==> config.mk <==
export PLATFORM = sky130hd
export DESIGN_NAME = pc_unit
export DESIGN_NICKNAME = d
export VERILOG_FILES = /design/src/rtl/mips_pkg.sv /design/src/rtl/irq_pending.sv /design/src/rtl/pc_unit.sv
export SDC_FILE = /design/constraint.sdc
export NUM_CORES = 1
export LEC_CHECK = 0
export ABC_AREA = 1
export ABC_CLOCK_PERIOD_IN_PS = 3900
export CAP_MARGIN = 20
export CORE_ASPECT_RATIO = 0.7
export CORE_UTILIZATION = 49
export CTS_CLUSTER_DIAMETER = 120
export DETAILED_ROUTE_END_ITERATION = 16
export PLACE_DENSITY = 0.93
export SETUP_SLACK_MARGIN = 0.15
export SYNTH_ARGS = -nofsm -noshare
export SYNTH_HDL_FRONTEND = slang
export SYNTH_SLANG_ARGS = --single-unit
==> constraint.sdc <==
create_clock -name clk -period 3.9 [get_ports clk]
set_input_delay 0.39 -clock clk [delete_from_list [all_inputs] [get_ports clk]]
set_output_delay 0.39 -clock clk [all_outputs]
set_load 0.01 [all_outputs]
==> src/rtl/mips_pkg.sv <==
// rtl/mips_pkg.sv - shared MIPS core encodings and vector constants
package mips_pkg;

  // Controller PCSrc encodings
  typedef enum logic [1:0] {
    PC_SEQ    = 2'b00,
    PC_BRANCH = 2'b01,
    PC_JUMP   = 2'b10,
    PC_JR     = 2'b11
  } pc_src_e;

  // Fixed entry points; bit 31 set means they all run in kernel mode
  localparam logic [31:0] RESET_PC = 32'h8000_0000;
  localparam logic [31:0] ILLOP_PC = 32'h8000_0004;
  localparam logic [31:0] XADR_PC  = 32'h8000_0008;

  // $k0 receives the interrupt link; matches the controller's RegDst=11 target
  localparam logic [4:0] K0_REG = 5'd26;

endpackage

==> src/rtl/irq_pending.sv <==
// rtl/irq_pending.sv - interrupt request edge detect and pending flag
import mips_pkg::*;

module irq_pending (
  input  logic clk,
  input  logic reset,
  input  logic irq_req,
  input  logic take,
  output logic pending
);

  logic r_irq_req_d;
  logic r_pending;
  logic w_rise;

  // A level held high only counts once; a new request needs low then high
  assign w_rise = irq_req & ~r_irq_req_d;

  // Delay register for edge detect; set beats clear when both happen together
  always_ff @(posedge clk or posedge reset) begin
    if (reset) begin
      r_irq_req_d <= 1'b0;
      r_pending   <= 1'b0;
    end else begin
      r_irq_req_d <= irq_req;
      if (w_rise)
        r_pending <= 1'b1;
      else if (take)
        r_pending <= 1'b0;
    end
  end

  assign pending = r_pending;

endmodule

==> src/rtl/pc_unit.sv <==
// rtl/pc_unit.sv - program counter, next-PC select and interrupt take
import mips_pkg::*;

module pc_unit #(
  parameter logic [31:0] P_RESET_PC = RESET_PC,
  parameter logic [31:0] P_ILLOP_PC = ILLOP_PC,
  parameter logic [31:0] P_XADR_PC  = XADR_PC
) (
  input  logic        clk,
  input  logic        reset,
  input  logic        pc_en,
  input  logic        irq_req,
  input  logic [1:0]  pc_src,
  input  logic        branch_taken,
  input  logic        undefined_inst,
  input  logic [15:0] imm16,
  input  logic [25:0] jump_target,
  input  logic [31:0] rs_data,
  output logic [31:0] pc,
  output logic [31:0] pc_plus4,
  output logic        irq
);

  logic [31:0] r_pc;
  logic [31:0] w_pc_plus4;
  logic [30:0] w_br_off;
  logic [30:0] w_br_sum;
  logic [31:0] w_next_pc;
  logic        w_pending;
  logic        w_irq;
  logic        w_take;

  // Supervisor bit never carries: only the low 31 bits increment
  assign w_pc_plus4 = {r_pc[31], r_pc[30:0] + 31'd4};

  // Branch offset sign-extended and word-scaled, kept to 31 bits so mode is preserved
  assign w_br_off = {{13{imm16[15]}}, imm16, 2'b00};
  assign w_br_sum = w_pc_plus4[30:0] + w_br_off;

  // Interrupts only fire in user mode; purely from registered state
  assign w_irq  = w_pending & ~r_pc[31];
  assign w_take = w_irq & pc_en;

  irq_pending u_irq_pending (
    .clk     (clk),
    .reset   (reset),
    .irq_req (irq_req),
    .take    (w_take),
    .pending (w_pending)
  );

  // Next-PC select: interrupt, then illegal op, then controller PCSrc
  always_comb begin
    w_next_pc = w_pc_plus4;
    if (w_irq) begin
      w_next_pc = P_XADR_PC;
    end else if (undefined_inst) begin
      w_next_pc = P_ILLOP_PC;
    end else begin
      case (pc_src)
        PC_SEQ:    w_next_pc = w_pc_plus4;
        PC_BRANCH: w_next_pc = branch_taken ? {r_pc[31], w_br_sum} : w_pc_plus4;
        PC_JUMP:   w_next_pc = {w_pc_plus4[31:28], jump_target, 2'b00};
        PC_JR:     w_next_pc = {r_pc[31] & rs_data[31], rs_data[30:0]};
        default:   w_next_pc = w_pc_plus4;
      endcase
    end
  end

  // PC register; holds while pc_en is low
  always_ff @(posedge clk or posedge reset) begin
    if (reset)
      r_pc <= P_RESET_PC;
    else if (pc_en)
      r_pc <= w_next_pc;
  end

  assign pc       = r_pc;
  assign pc_plus4 = w_pc_plus4;
  assign irq      = w_irq;

endmodule
# == Word level (Yosys, flattened, before mapping) ==
# Index checks and enable logic that the tools add are counted.
# classes
add_sub_neg,2
eq_ne,6
muxes,6
n_bitwise,6
reduce_logical,3
# ops
op,count
case mux 32 bit (4 select lines),1
two-way mux 32 bit,2
adder 31 x 3 -> 31 bit (second input constant),1
adder 31 bit,1
two-way mux 31 bit,1
!= test 3 bit (second input constant),3
bitwise AND 1 bit,4
== test 2 bit (second input constant),2
AND reduction 4 bit,1
== test 2 x 1 -> 1 bit (second input constant),1
zero test 2 bit,1
two-way mux 1 bit,2
inverter 1 bit,2
nonzero test 2 bit,1
# totals
regBits,34
output_inout_bits,65
wordCells,27

# == Longest topological paths before layout ==
# depth
depth_word,6
ltp_mapped,23
ltp_nobuf,23

# == Cells and area by module ==
# A second synthesis with hierarchy kept.
# hier_totals
hier_cells,897
hier_area_um2,5054.8
# modules_own_cells
module,instances,cells_per_inst,area_per_inst_um2,seq_area_each_um2
pc_unit,1,889,4982.3,802.0
irq_pending,1,8,72.6,50.0

# == Least setup slack after synthesis ==
# OpenSTA, ideal clock, no wires.
# synth_path
path_kind,flip-flop to flip-flop
from,"register r_pc[2], in the netlist pc[2]"
to,"register r_pc[30], in the netlist pc[30]"
setup_time_ns,0.116
arrival_ns,2.834
path_slack_ns,0.950
path_stages_with_launch,23
path_buffers,0
period_less_slack_ns,2.950
cell_sequence,dfrtp_1 > ha_1 > nand3_4 > nor2_8 > nand3_4 > nor2_4 > nand4_1 > or2_0 > and2_1 > ha_1 > inv_1 > nor3_1 > nand2_1 > inv_1 > nand2_1 > nand2_1 > a21oi_1 > nand2_1 > nand3_1 > nand2_1 > nand2_1 > nand2_1 > nand2_1
# synth_via
elab_chain_len,6
# synth_rtl
element,line_no,source
from (decl),pc_unit.sv:24,logic [31:0] r_pc;
from (signal assigned),pc_unit.sv:75,r_pc <= w_next_pc;
adder 31 x 3 -> 31 bit,pc_unit.sv:34,"assign w_pc_plus4 = {r_pc[31], r_pc[30:0] + 31'd4};"
via pc_plus4[28],pc_unit.sv:20,"output logic [31:0] pc_plus4,"
adder 31 bit,pc_unit.sv:38,assign w_br_sum = w_pc_plus4[30:0] + w_br_off;
two-way mux 31 bit,pc_unit.sv:62,"PC_BRANCH: w_next_pc = branch_taken ? {r_pc[31], w_br_sum} : w_pc_plus4;"
case mux 32 bit (4 select lines),pc_unit.sv:60,case (pc_src)
two-way mux 32 bit,pc_unit.sv:57,end else if (undefined_inst) begin
two-way mux 32 bit,pc_unit.sv:55,if (w_irq) begin
# The timed path passes the listed nets, and every way through them passes these cells. The select of a mux whose other input is x is not followed.
# A chain may end at the register's enable or synchronous reset.

# == Worst setup path in the final report ==
# layout_path
from,"register r_pc[15], in the netlist pc[15]"
to,"register r_pc[24], in the netlist pc[24]"
# layout_via
elab_chain_len,6
# layout_rtl
element,line_no
adder 31 x 3 -> 31 bit *,pc_unit.sv:34
adder 31 bit,pc_unit.sv:38
two-way mux 31 bit,pc_unit.sv:62
case mux 32 bit (4 select lines) *,pc_unit.sv:60
two-way mux 32 bit *,pc_unit.sv:57
two-way mux 32 bit *,pc_unit.sv:55
# Mark *: on every way between the ends. The rest lies on a longest branch, timed or not. The select of a mux whose other input is x is not followed.

==> results.yml <==
run_status:
  outcome: "completed"
drt:
  wl_per_cell_um: 17.4
  num_vias: 6726
  dr.first_iter.drc_count: 780
  routed_via_density: 5.75
  drc: 0
  wl_um: 20300
  postRouteAntennaNets: 0
  drt_pass1_iterations: 5
worst_setup_path:
  end_kind: "flip-flop"
  startpoint_type: "flip-flop"
  cpPeakStageDelay_ps: 470
  crit_path_frequent_cell: "nand2_1"
  path_cells: "nand2_1 > nor3_1 > nand2_1 > nor2_1 > nand2_1 > xor2_1 > inv_1 > ha_1 > nand2_1 > nor2_1 > nand2_1 > nor2_1 > nand2_1 > nand4_1 > nand3_1 > nand2_1 > nand2_1 > nand2_1 > nand2_1"
  crit_required_ps: 4080
  path_class: "flip-flop to flip-flop"
  cp.arrival_ps: 3600
  slowest_stage: "dfrtp_1"
  cp_max_fo: 6
final_layout:
  fillerInstances: 895
  finalNetCount: 1157
  diodes: 0
  final_layout_size_suffix_gt1_share_pct: 4.51
  area_growth_pct: 35.9
  seq_area_um2: 852
  final_util_pct: 69.3
  multi_input_area_um2: 3580
die:
  pin_count: 147
  core_region_area_um2: 9800
  die_w_um: 123
  dieArea_um2: 10600
  start_util_pct: 51.0
  die_h_um: 86.5
  rows: 30
sta:
  fin_crit_sh_pct: 87.7
  relSlewSlack_pct: 43.8
  finClkSkew_ps: 3.78
  hold_viol: 0
  period_needed_ps: 3420
  max_freq_ghz: 0.292
  rsz0062_at_grt: "false"
  holdWs_ps: 427
  slew_viol_final: 0
  setup_viol: 0
  tightest_slew_ps: 842
  tns_ps: 0
synth:
  synth.avg_cell_area_um2: 5.60
  ys_top_cells_by_area: "nand2_1 (26%), dfrtp_1 (17%), inv_1 (8.9%)"
  synth-adder-area-share_pct: 8.92
  synthArstFlopShare_pct: 100
  synth_area_um2: 5000
  synth-edff-count: 0
  synth_top_family_by_area: "simple AND/OR/NAND/NOR gates"
  synth_top_area_share_pct: 25.7
  syn-num-nets: 1009
  yosys.area_share.simple_pct: 46.8
  syn_inst: 892
  synth_xor_area_share_pct: 3.66
  synth_area_leader_cell: "nand2_1"
  ys_seq_area_share_pct: 17.1
  yosys_most_used_dff: "dfrtp_1"
  ys_top_cells_by_count: "nand2_1 (342), inv_1 (119), nand3_1 (88), nor2_1 (68), a21oi_1 (40)"
  yosysWarnings: 0
  ys_seq_elements: 34
  synth_compound_area_share_pct: 12.3
  post-synth-top-count-cell: "nand2_1"
  synthMuxAreaShare_pct: 0
  synth_cell_types: 45
run:
  drv_cap: 0
clock_network:
  cts_buffer_depth: 2
  clkTransAtPathRegs_ps: 60
  htreeDepth: 2
  cts_tree: "built"
  cts-buffers-inserted: 5
  cts-resized-gates: 0
  post-cts-setup-buffer-count: 0
  cts_root_buf: "clkbuf_16"
  hold_buffers: 0
  cts.sinks: 34
  clk_latency_ps: 290
placed_design:
  portBuffers: 146
  place.gp.congestion: 0.983
  place_hpwl_um: 15800
global_route:
  grt.overflow.total: 0
  grt.total_usage_pct: 38.6
  grt_max_degree: 35
  antenna_found_initial: 0
  grt_pass1_vias: 6034
  grt_first_pass_wirelength_um: 31100
power:
  p_per_area_nw_per_um2: 275
  vdd_drop_max_v: 0.000241
  p_total_mw: 1.86
  p_leak_nw: 3.45
min_path:
  hp-class: "flip-flop to flip-flop"
power by group:
group          total, mW  switching, mW  internal (mW)
combinational      0.988          0.570          0.418
clock              0.421          0.168          0.253
sequential         0.454         0.0638          0.390
path summary, 6_finish.rpt:
| kind | startpoint | to | slack, ps | cells after the start |
|---|---|---|---|---|
| worst max-delay path | pc[15] | pc[24] | 480 | 19 |
| worst min-delay path | u_irq_pending.r_irq_req_d | u_irq_pending.pending | 430 | 1 |
| worst max register to register | pc[15] | pc[24] | 480 | 19 |
| worst min register to register | u_irq_pending.r_irq_req_d | u_irq_pending.pending | 430 | 1 |
| max in group asynchronous | reset | pc[31] | 3010 | 3 |
| min in group asynchronous | reset | pc[27] | 530 | 3 |
state kept, by name, summed over array words and instances (netlist names):
name / flops
u_irq_pending.r_irq_req_d: 1
u_irq_pending.pending: 1
pc: 32
per-stage QoR:
| step | cells | area [um2] | setup slack (ps) |
|---|---|---|---|
| floorplan | 892 | 5000 | 950 |
| global placement | 1161 | 6640 | 681 |
| detailed placement | 1161 | 6640 | 640 |
| CTS | 1169 | 6790 | 606 |
| global route | 1169 | 6790 | 246 |
| finish | 1169 | 6790 | 478 |
layout make-up:
cell class	count	share of cell area (%)
Inverter	127	7.02
Clock buffer	6	2.05
Timing Repair Buffer	160	23.1
Multi-Input combinational cell	712	52.8
Tap cell	128	2.36
Sequential cell	34	12.6
Clock inverter	2	0.184
layout by cell type (no fill, tap or decap), types with 3 or more instances in the layout:
| master | netlist | layout |
|---|---|---|
| a21oi_1 | 40 | 40 |
| nor3_1 | 8 | 8 |
| buf_4 | 3 | 14 |
| nor2_2 | 5 | 5 |
| nor2_1 | 68 | 68 |
| xor2_1 | 14 | 14 |
| nor3_2 | 3 | 3 |
| a21o_1 | 4 | 4 |
| clkdlybuf4s50_1 | 0 | 146 |
| nand3_1 | 88 | 88 |
| o21ai_1 | 7 | 7 |
| nand4_1 | 14 | 14 |
| inv_2 | 6 | 6 |
| o22ai_1 | 5 | 5 |
| o211ai_1 | 4 | 4 |
| dfrtp_1 | 33 | 33 |
| ha_1 | 34 | 34 |
| and2_1 | 4 | 4 |
| o21bai_1 | 5 | 5 |
| clkbuf_16 | 0 | 5 |
| nand2_1 | 342 | 342 |
| xnor2_1 | 5 | 5 |
| inv_1 | 119 | 119 |
| o21ai_0 | 36 | 36 |
logic make-up after synthesis:
family / Yosys count
XOR/XNOR: 20
AND/OR/NAND/NOR: 547
AO/OA/AOI/OAI: 110
buffers and inverters: 146
flip-flops: 34
adder cells (fa/ha/maj): 35
layer usage:
metal  GRT usage, %  share of wire [%]
met2           58.1                 41
met4           14.2                3.4
met3           9.41                 13
met5              0                  0
met1           53.2                 42
worst max-delay path, delay by kind of cell, from the launching register on:
kind | cells | cell delay (ps)
buffers and inverters | 1 | 180
and+or+nand+nor | 16 | 1960
DFF | 1 | 470
xor gates and xnor gates | 1 | 320
adders and majority gates | 1 | 390
Note: power is estimated with default switching activity, not from simulation.
